File: config.mk
export PLATFORM = sky130hd
export DESIGN_NAME = prog_mem_flat
export DESIGN_NICKNAME = d
export VERILOG_FILES = /design/src/rtl/prog_mem_if.sv /design/src/rtl/prog_mem.sv /design/src/flat_wrapper.sv
export SDC_FILE = /design/constraint.sdc
export NUM_CORES = 1
export LEC_CHECK = 0
export CAP_MARGIN = 5
export CORE_MARGIN = 10
export CORE_UTILIZATION = 40
export CTS_BUF_LIST = sky130_fd_sc_hd__clkbuf_8 sky130_fd_sc_hd__clkbuf_16
export DETAILED_ROUTE_END_ITERATION = 10
export GPL_ROUTABILITY_DRIVEN = 0
export PLACE_DENSITY = 0.64
export SYNTH_ARGS = -nofsm -noshare
export SYNTH_HDL_FRONTEND = slang
export SYNTH_SLANG_ARGS = --single-unit
File: constraint.sdc
create_clock -name clk -period 2.2 [get_ports clk]
set_clock_uncertainty 0.2 [all_clocks]
set_input_delay 0.44 -clock clk [delete_from_list [all_inputs] [get_ports clk]]
set_output_delay 0.44 -clock clk [all_outputs]
set_load 0.005 [all_outputs]
File: src/rtl/prog_mem_if.sv
// Fetch port and program-loader port of prog_mem, bundled for connection.
// The master drives requests and beats; the slave (prog_mem) returns fetch data and load status.
interface prog_mem_if #(
  parameter int ADDR_W = 4,
  parameter int DATA_W = 8
);
  logic              fetch_en;
  logic [ADDR_W-1:0] fetch_addr;
  logic [DATA_W-1:0] fetch_data;
  logic              fetch_valid;
  logic              ld_start;
  logic              ld_valid;
  logic [DATA_W-1:0] ld_data;
  logic              ld_last;
  logic              ld_ready;
  logic              busy;
  logic              ld_done;
  logic              ld_overflow;
  logic [ADDR_W:0]   ld_count;

  modport master (
    output fetch_en, fetch_addr, ld_start, ld_valid, ld_data, ld_last,
    input  fetch_data, fetch_valid, ld_ready, busy, ld_done, ld_overflow, ld_count
  );

  modport slave (
    input  fetch_en, fetch_addr, ld_start, ld_valid, ld_data, ld_last,
    output fetch_data, fetch_valid, ld_ready, busy, ld_done, ld_overflow, ld_count
  );
endinterface

File: src/rtl/prog_mem.sv
// Program memory with a streaming loader; unwritten words read as DEFAULT_WORD.
// Fetch latency 1 cycle, only while idle; loader beats accepted every cycle in LOAD (ld_ready = busy).
module prog_mem #(
  parameter int ADDR_W = 4,
  parameter int DATA_W = 8,
  parameter logic [DATA_W-1:0] DEFAULT_WORD = DATA_W'(8'hF0)
) (
  input  logic      clk,
  input  logic      rst_n,
  prog_mem_if.slave bus
);
  localparam int DEPTH = 2 ** ADDR_W;
  localparam logic [ADDR_W:0] COUNT_MAX = (ADDR_W + 1)'(DEPTH);

  typedef enum logic {IDLE, LOAD} state_t;

  state_t            state_q, state_d;
  logic [DATA_W-1:0] mem [DEPTH];
  logic [DEPTH-1:0]  written_q;
  logic [ADDR_W-1:0] ptr_q;
  logic [ADDR_W:0]   count_q;
  logic [DATA_W-1:0] fetch_data_q;
  logic              fetch_valid_q;
  logic              done_q;
  logic              overflow_q;

  logic              load_start;
  logic              beat_acc;
  logic              load_end;
  logic              fetch_acc;
  logic              ld_ready_c;
  logic              busy_c;
  logic              at_end;
  logic [DATA_W-1:0] read_word;

  assign at_end = &ptr_q;

  always_ff @(posedge clk or negedge rst_n) begin
    if (!rst_n) begin
      state_q <= IDLE;
    end else begin
      state_q <= state_d;
    end
  end

  always_comb begin
    state_d    = state_q;
    load_start = 1'b0;
    beat_acc   = 1'b0;
    load_end   = 1'b0;
    fetch_acc  = 1'b0;
    ld_ready_c = 1'b0;
    busy_c     = 1'b0;
    case (state_q)
      IDLE: begin
        // A fetch coinciding with ld_start still sees the pre-load contents.
        fetch_acc = bus.fetch_en;
        if (bus.ld_start) begin
          load_start = 1'b1;
          state_d    = LOAD;
        end
      end
      LOAD: begin
        ld_ready_c = 1'b1;
        busy_c     = 1'b1;
        beat_acc   = bus.ld_valid;
        if (beat_acc && (bus.ld_last || at_end)) begin
          load_end = 1'b1;
          state_d  = IDLE;
        end
      end
      default: state_d = IDLE;
    endcase
  end

  always_ff @(posedge clk or negedge rst_n) begin
    if (!rst_n) begin
      written_q  <= '0;
      ptr_q      <= '0;
      count_q    <= '0;
      done_q     <= 1'b0;
      overflow_q <= 1'b0;
    end else begin
      done_q <= load_end;
      if (load_start) begin
        written_q  <= '0;
        ptr_q      <= '0;
        count_q    <= '0;
        overflow_q <= 1'b0;
      end else if (beat_acc) begin
        written_q[ptr_q] <= 1'b1;
        // The last slot ends the load, so the pointer never wraps.
        if (!at_end) begin
          ptr_q <= ptr_q + 1'b1;
        end
        if (count_q != COUNT_MAX) begin
          count_q <= count_q + 1'b1;
        end
        if (at_end && !bus.ld_last) begin
          overflow_q <= 1'b1;
        end
      end
    end
  end

  // Array contents are left unreset; the written bitmap masks stale words.
  always_ff @(posedge clk) begin
    if (beat_acc) begin
      mem[ptr_q] <= bus.ld_data;
    end
  end

  assign read_word = written_q[bus.fetch_addr] ? mem[bus.fetch_addr] : DEFAULT_WORD;

  always_ff @(posedge clk or negedge rst_n) begin
    if (!rst_n) begin
      fetch_data_q  <= DEFAULT_WORD;
      fetch_valid_q <= 1'b0;
    end else begin
      fetch_valid_q <= fetch_acc;
      if (fetch_acc) begin
        fetch_data_q <= read_word;
      end
    end
  end

  assign bus.fetch_data  = fetch_data_q;
  assign bus.fetch_valid = fetch_valid_q;
  assign bus.ld_ready    = ld_ready_c;
  assign bus.busy        = busy_c;
  assign bus.ld_done     = done_q;
  assign bus.ld_overflow = overflow_q;
  assign bus.ld_count    = count_q;
endmodule

File: src/flat_wrapper.sv
// flat-port wrapper written by rule: the top's interface ports become plain ports
module prog_mem_flat 
#(
  parameter int ADDR_W = 4,
  parameter int DATA_W = 8,
  parameter logic [DATA_W-1:0] DEFAULT_WORD = DATA_W'(8'hF0)
)
  (clk, rst_n, bus_fetch_en, bus_fetch_addr, bus_ld_start, bus_ld_valid, bus_ld_data, bus_ld_last, bus_fetch_data, bus_fetch_valid, bus_ld_ready, bus_busy, bus_ld_done, bus_ld_overflow, bus_ld_count);
  prog_mem_if #(.ADDR_W(ADDR_W), .DATA_W(DATA_W)) bus_i ();
  input  logic clk;
  input  logic rst_n;
  input wire logic [$bits(bus_i.fetch_en)-1:0] bus_fetch_en;
  input wire logic [$bits(bus_i.fetch_addr)-1:0] bus_fetch_addr;
  input wire logic [$bits(bus_i.ld_start)-1:0] bus_ld_start;
  input wire logic [$bits(bus_i.ld_valid)-1:0] bus_ld_valid;
  input wire logic [$bits(bus_i.ld_data)-1:0] bus_ld_data;
  input wire logic [$bits(bus_i.ld_last)-1:0] bus_ld_last;
  output wire logic [$bits(bus_i.fetch_data)-1:0] bus_fetch_data;
  output wire logic [$bits(bus_i.fetch_valid)-1:0] bus_fetch_valid;
  output wire logic [$bits(bus_i.ld_ready)-1:0] bus_ld_ready;
  output wire logic [$bits(bus_i.busy)-1:0] bus_busy;
  output wire logic [$bits(bus_i.ld_done)-1:0] bus_ld_done;
  output wire logic [$bits(bus_i.ld_overflow)-1:0] bus_ld_overflow;
  output wire logic [$bits(bus_i.ld_count)-1:0] bus_ld_count;
  assign bus_i.fetch_en = bus_fetch_en;
  assign bus_i.fetch_addr = bus_fetch_addr;
  assign bus_i.ld_start = bus_ld_start;
  assign bus_i.ld_valid = bus_ld_valid;
  assign bus_i.ld_data = bus_ld_data;
  assign bus_i.ld_last = bus_ld_last;
  assign bus_fetch_data = bus_i.fetch_data;
  assign bus_fetch_valid = bus_i.fetch_valid;
  assign bus_ld_ready = bus_i.ld_ready;
  assign bus_busy = bus_i.busy;
  assign bus_ld_done = bus_i.ld_done;
  assign bus_ld_overflow = bus_i.ld_overflow;
  assign bus_ld_count = bus_i.ld_count;
  prog_mem #(.ADDR_W(ADDR_W), .DATA_W(DATA_W), .DEFAULT_WORD(DEFAULT_WORD)) u_core (.clk(clk), .rst_n(rst_n), .bus(bus_i));
endmodule
# Word-level counts from Yosys, hierarchy flattened
# Memory sizes are Yosys's and may differ from the RTL's.
# Cells that the tools add are included.
dict set report totals {
  mem_bits_rw 128
  input_bits 18
  n_memories 1
  register_bits 37
}
# memory words width rd rd_clocked_by_memory_dff wr line
set memory_table {}
lappend memory_table {u_core.mem 16 8 1 0 1 prog_mem.sv:18} ;# logic [DATA_W-1:0] mem [DEPTH];
dict set report classes {
  n_reduce_logical 12
  bitwise_logic 2
  magnitude_cmp 3
  add_sub_neg 2
  n_eq_ne 2
  n_mux 27
}
# cell n
set ops {}
lappend ops {{$mux W16} 2}
lappend ops {{$or A16 B16 Y16} 1}
lappend ops {{$mux W1} 15}
lappend ops {{$mux W5} 3}
lappend ops {{$mux W4} 3}
lappend ops {{$lt A4 B5 Y1 const B} 2}
lappend ops {{$mux W8} 1}
lappend ops {{$reduce_and A2 Y1} 3}
lappend ops {{$reduce_bool A2 Y1} 3}
lappend ops {{$add A5 B1 Y5 const B} 1}
lappend ops {{$ne A5 B5 Y1 const B} 1}
lappend ops {{$add A4 B1 Y4 const B} 1}
lappend ops {{$bmux W1 S4} 1}
lappend ops {{$demux W1 S4} 1}
lappend ops {{$ge A4 B1 Y1 const B} 1}
lappend ops {{$reduce_and A4 Y1} 1}
lappend ops {{$logic_and A1 B1 Y1} 3}
lappend ops {{$ne A2 B1 Y1 const B} 1}
lappend ops {{$pmux W1 S2} 1}
lappend ops {{$logic_not A1 Y1} 1}
lappend ops {{$logic_or A1 B1 Y1} 1}
lappend ops {{$not A1 Y1} 1}

# Logic depth before layout (Yosys ltp)
dict set report logic_depth {
  ltp_word 7
  depth_mapped 7
  depth_no_buf 7
}

# Worst setup path after synthesis
# No wires, ideal clock.
dict set report synth_path {
  path_type {input port to flip-flop}
  start {input bus_fetch_addr[0]}
  end {register u_core.fetch_data_q[0] (netlist: u_core.bus.fetch_data[0])}
  slack_ns 0.251
  arrival_time_ns 1.628
  stages 6
  required_ns 1.879
  n_path_buf 2
  cell_sequence {buf_6 > buf_12 > mux4_2 > a22oi_1 > nand2_1 > a22o_1}
}
dict set report synth_via {
  elab_chain_len 3
  word_cells_on_any_way 4
  classes_between {mux: 3; memory: 1}
}
# element line
set synth_rtl {}
lappend synth_rtl {{start, declared} flat_wrapper.sv:13} ;# input wire logic [$bits(bus_i.fetch_addr)-1:0] bus_fetch_addr;
lappend synth_rtl {{$bmux W1 S4} prog_mem.sv:113} ;# assign read_word = written_q[bus.fetch_addr] ? mem[bus.fetch_addr] : DEFAULT_WORD;
lappend synth_rtl {{$mux W1 (not written as such)} prog_mem.sv:113}
lappend synth_rtl {{$mux W8 *} prog_mem.sv:113}
lappend synth_rtl {{end signal, assigned} prog_mem.sv:122} ;# fetch_data_q <= read_word;
lappend synth_rtl {{end, declared} prog_mem.sv:22} ;# logic [DATA_W-1:0] fetch_data_q;
# Every way passes the cells marked *; elsewhere a longest branch is shown, timed or not. The select of a mux whose other input is x is not followed.
# A chain may end at the register's enable or synchronous reset.

# Worst setup path in the final report
dict set report layout_path {
  start {register u_core.fetch_data_q[6] (netlist: u_core.bus.fetch_data[6])}
  end {output bus_fetch_data[6]}
}
# element line
set layout_rtl {}
lappend layout_rtl {{end, declared} flat_wrapper.sv:18} ;# output wire logic [$bits(bus_i.fetch_data)-1:0] bus_fetch_data;
# No word-level cell between the ends.

==> reports/qor.yml <==
timing:
  hold_viol: 0
  setup_viol_count_final: 0
  finalWorstSetupSlack_ns: 0.0782
  holdWs_ns: 0.275
  rsz0062_at_grt: "false"
  worstMarginPinSlew_ns: 0.591
  fmax_mhz: 471
  slew-limit-headroom: 0.605
  post-route-min-period_ns: 2.12
  period_share: 0.964
  final_max_slew_viol_count: 0
  tns_ns: 0
clocking:
  clkTransAtPathRegs_ns: 0.06
  root_buffer: "clkbuf_16"
  cts_setup_buffers: 0
  clkLatencyLatePin_ns: 0.42
  clk_path_buf_depth: 2
  cts_sinks: 165
  cts_tree: "built"
  htreeDepth: 4
  numCtsBuffers: 17
route:
  viasPerCell: 5.09
  wl_per_cell_um: 19.8
  drc: 0
  drt-total-wl_um: 13200
  num_vias: 3392
  first_iter_violations: 294
  firstDrtPassIters: 4
  postRouteAntennaNets: 0
worst_setup_path:
  crit_start: "u_core.bus.fetch_data[6]"
  startpoint_type: "register"
  cp_top_family: "flip-flops"
  crit_path_top_delay_cell: "dfstp_2"
  cp.required_ns: 1.56
  cp-end-kind: "output pin"
  arrival_ns: 1.48
  path_buf_inv: 1
  critPathKind: "reg2out"
  cp_cell_sequence: "clkdlybuf4s50_1"
  cp_max_fo: 2
  rrSetupSlack_ns: 0.39
  slowest_delay_ns: 0.54
  r2r-start: "u_core.state_q"
pwr:
  p_int_mw: 6.05
  clock_power_share: 0.369
  seqPwrFrac: 0.491
  p_leak_nw: 3.08
  switching_power_mw: 1.85
  share_comb_of_total_power: 0.140
  swShare: 0.234
  irDropWorstVdd_uv: 525
  powerDensity_nw_per_um2: 959
logic_synthesis:
  syn_nets: 374
  synth_warnings: 0
  synth_area_per_cell_sq_um: 18.8
  yosysUniqueCellTypes: 37
  synthCells: 349
  synthTopCellsByArea: "edfxtp_1 (59%), dfrtp_1 (13%), mux4_2 (10%), a22oi_1 (1.8%), and2_1 (1.7%)"
  synth_largest_area_cell: "edfxtp_1"
  synth_area_sq_um: 6560
  synth_top_area_share: 0.586
  yosysSeqAreaShare: 0.728
  ys_ff_latch: 165
final_layout:
  num_antenna_cells: 0
  nets: 462
  layout-drive-gt1-share: 0.256
  syn_to_final_growth_pct: 25.7
  mostFrequentLayoutCells: "edfxtp_1 (128), dfrtp_1 (33), clkdlybuf4s50_1 (32)"
  layout.area.seq_sq_um: 4770
  final_util: 0.515
  fill_cells: 1327
  multi_input_area_sq_um: 1660
  final_common_cell: "edfxtp_1"
run:
  cap_violations: 0
placement:
  port_buffers: 35
  pre_cts_ws_ns: -0.0989
  dpl.hpwl_um: 9470
die:
  fp.dieW_um: 148
  fp-row-count: 46
  start_util: 0.410
  die_area_sq_um: 21900
  die_h_um: 148
  io_pins: 36
  core-area_sq_um: 16000
grt:
  grt_pass1_vias: 3695
  antenna_found_initial: 0
  grt_max_degree: 38
  grt_usage: 0.129
  grt_first_pass_wirelength_um: 21500
  grt-ovfl-total: 0
worst_hold_path:
  worst_hold_path_type: "reg2reg"
  hold_start: "u_core.written_q[8]"
run_status:
  status: "finished, final reports clean"
Yosys cell counts:
cell type and count:
a21o_1 12, a21oi_1 2, a22o_1 5, a22oi_1 16, a311oi_1 1, a31oi_1 5
and2_1 18, and3_1 1, buf_1 1, buf_12 1, buf_2 2, buf_4 2
buf_6 2, clkbuf_1 7, dfrtp_1 33, dfstp_2 4, edfxtp_1 128, ha_1 7
inv_1 7, mux2_2 1, mux2i_1 5, mux4_1 4, mux4_2 30, nand2_1 7
nand2b_1 2, nand3_1 3, nand4_1 4, nor2_1 21, nor2b_1 2, nor3_1 1
nor3b_1 2, nor4bb_1 1, o21a_1 3, o22ai_2 1, o31ai_1 1, xnor2_1 2
xor2_1 5
per-layer routing:
layer,wire length (um),GRT usage,vias up
li1,-,-,1567
met1,5980,0.167,1739
met2,6410,0.203,70
met3,657,0.0357,16
met4,159,0.0466,0
met5,0,0,-
final timing paths:
path,endpoint,cells past startpoint
max reg2reg,u_core.mem[5][0],5
min reg2reg,u_core.written_q[8],1
max in group asynchronous,u_core.bus.fetch_data[6],3
min,u_core.written_q[8],1
min in group asynchronous,u_core.state_q,3
max,bus_fetch_data[6],1
kinds of logic after synthesis:
logic type / Yosys count / share of synthesized area
fa+ha+maj: 7 / 0.0134
xor+xnor: 7 / 0.00935
buf+inv: 22 / 0.0189
mux: 40 / 0.128
compound gates: 46 / 0.0529
simple gates: 62 / 0.0487
flops: 165 / 0.728
what timing repair did:
action / in CTS / in global routing
hold buffers: 1 / 0
gates resized for setup: 0 / 0
hold endpoints to repair: 33 / 0
flip-flops by register name (all words and copies together) (netlist names):
| signal | cells |
|---|---|
| u_core.mem | 128 |
| u_core.written_q | 16 |
| u_core.bus.fetch_data | 8 |
| u_core.bus.ld_count | 5 |
| u_core.ptr_q | 4 |
| u_core.bus.fetch_valid | 1 |
| u_core.bus.ld_done | 1 |
| u_core.bus.ld_overflow | 1 |
| u_core.state_q | 1 |
metrics by stage:
step	std cells	area, sq um	total power, mW
after global placement	633	7640	5.02
final	666	8240	7.90
after global routing	666	8240	8.27
after detailed placement	633	7640	5.06
after floorplan	349	6560	4.44
after CTS	666	8240	7.99
power by group through the flow:
stage	Sequential, mW	Combinational [mW]	Clock [mW]
global route	3.92	1.22	3.12
finish	3.88	1.11	2.91
floorplan	3.88	0.560	0
CTS	3.88	1.13	2.98
global placement	3.93	1.09	0
detailed placement	3.94	1.12	0
cell type report:
| cell class | count | share of cell area |
|---|---|---|
| sequential | 165 | 0.579 |
| multi-input combinational | 162 | 0.201 |
| timing repair buffer | 84 | 0.111 |
| clock buffer | 17 | 0.0516 |
| tap | 216 | 0.0328 |
| clock inverter | 15 | 0.0203 |
| inverter | 7 | 0.00319 |
Power figures use the tool's default switching activity.
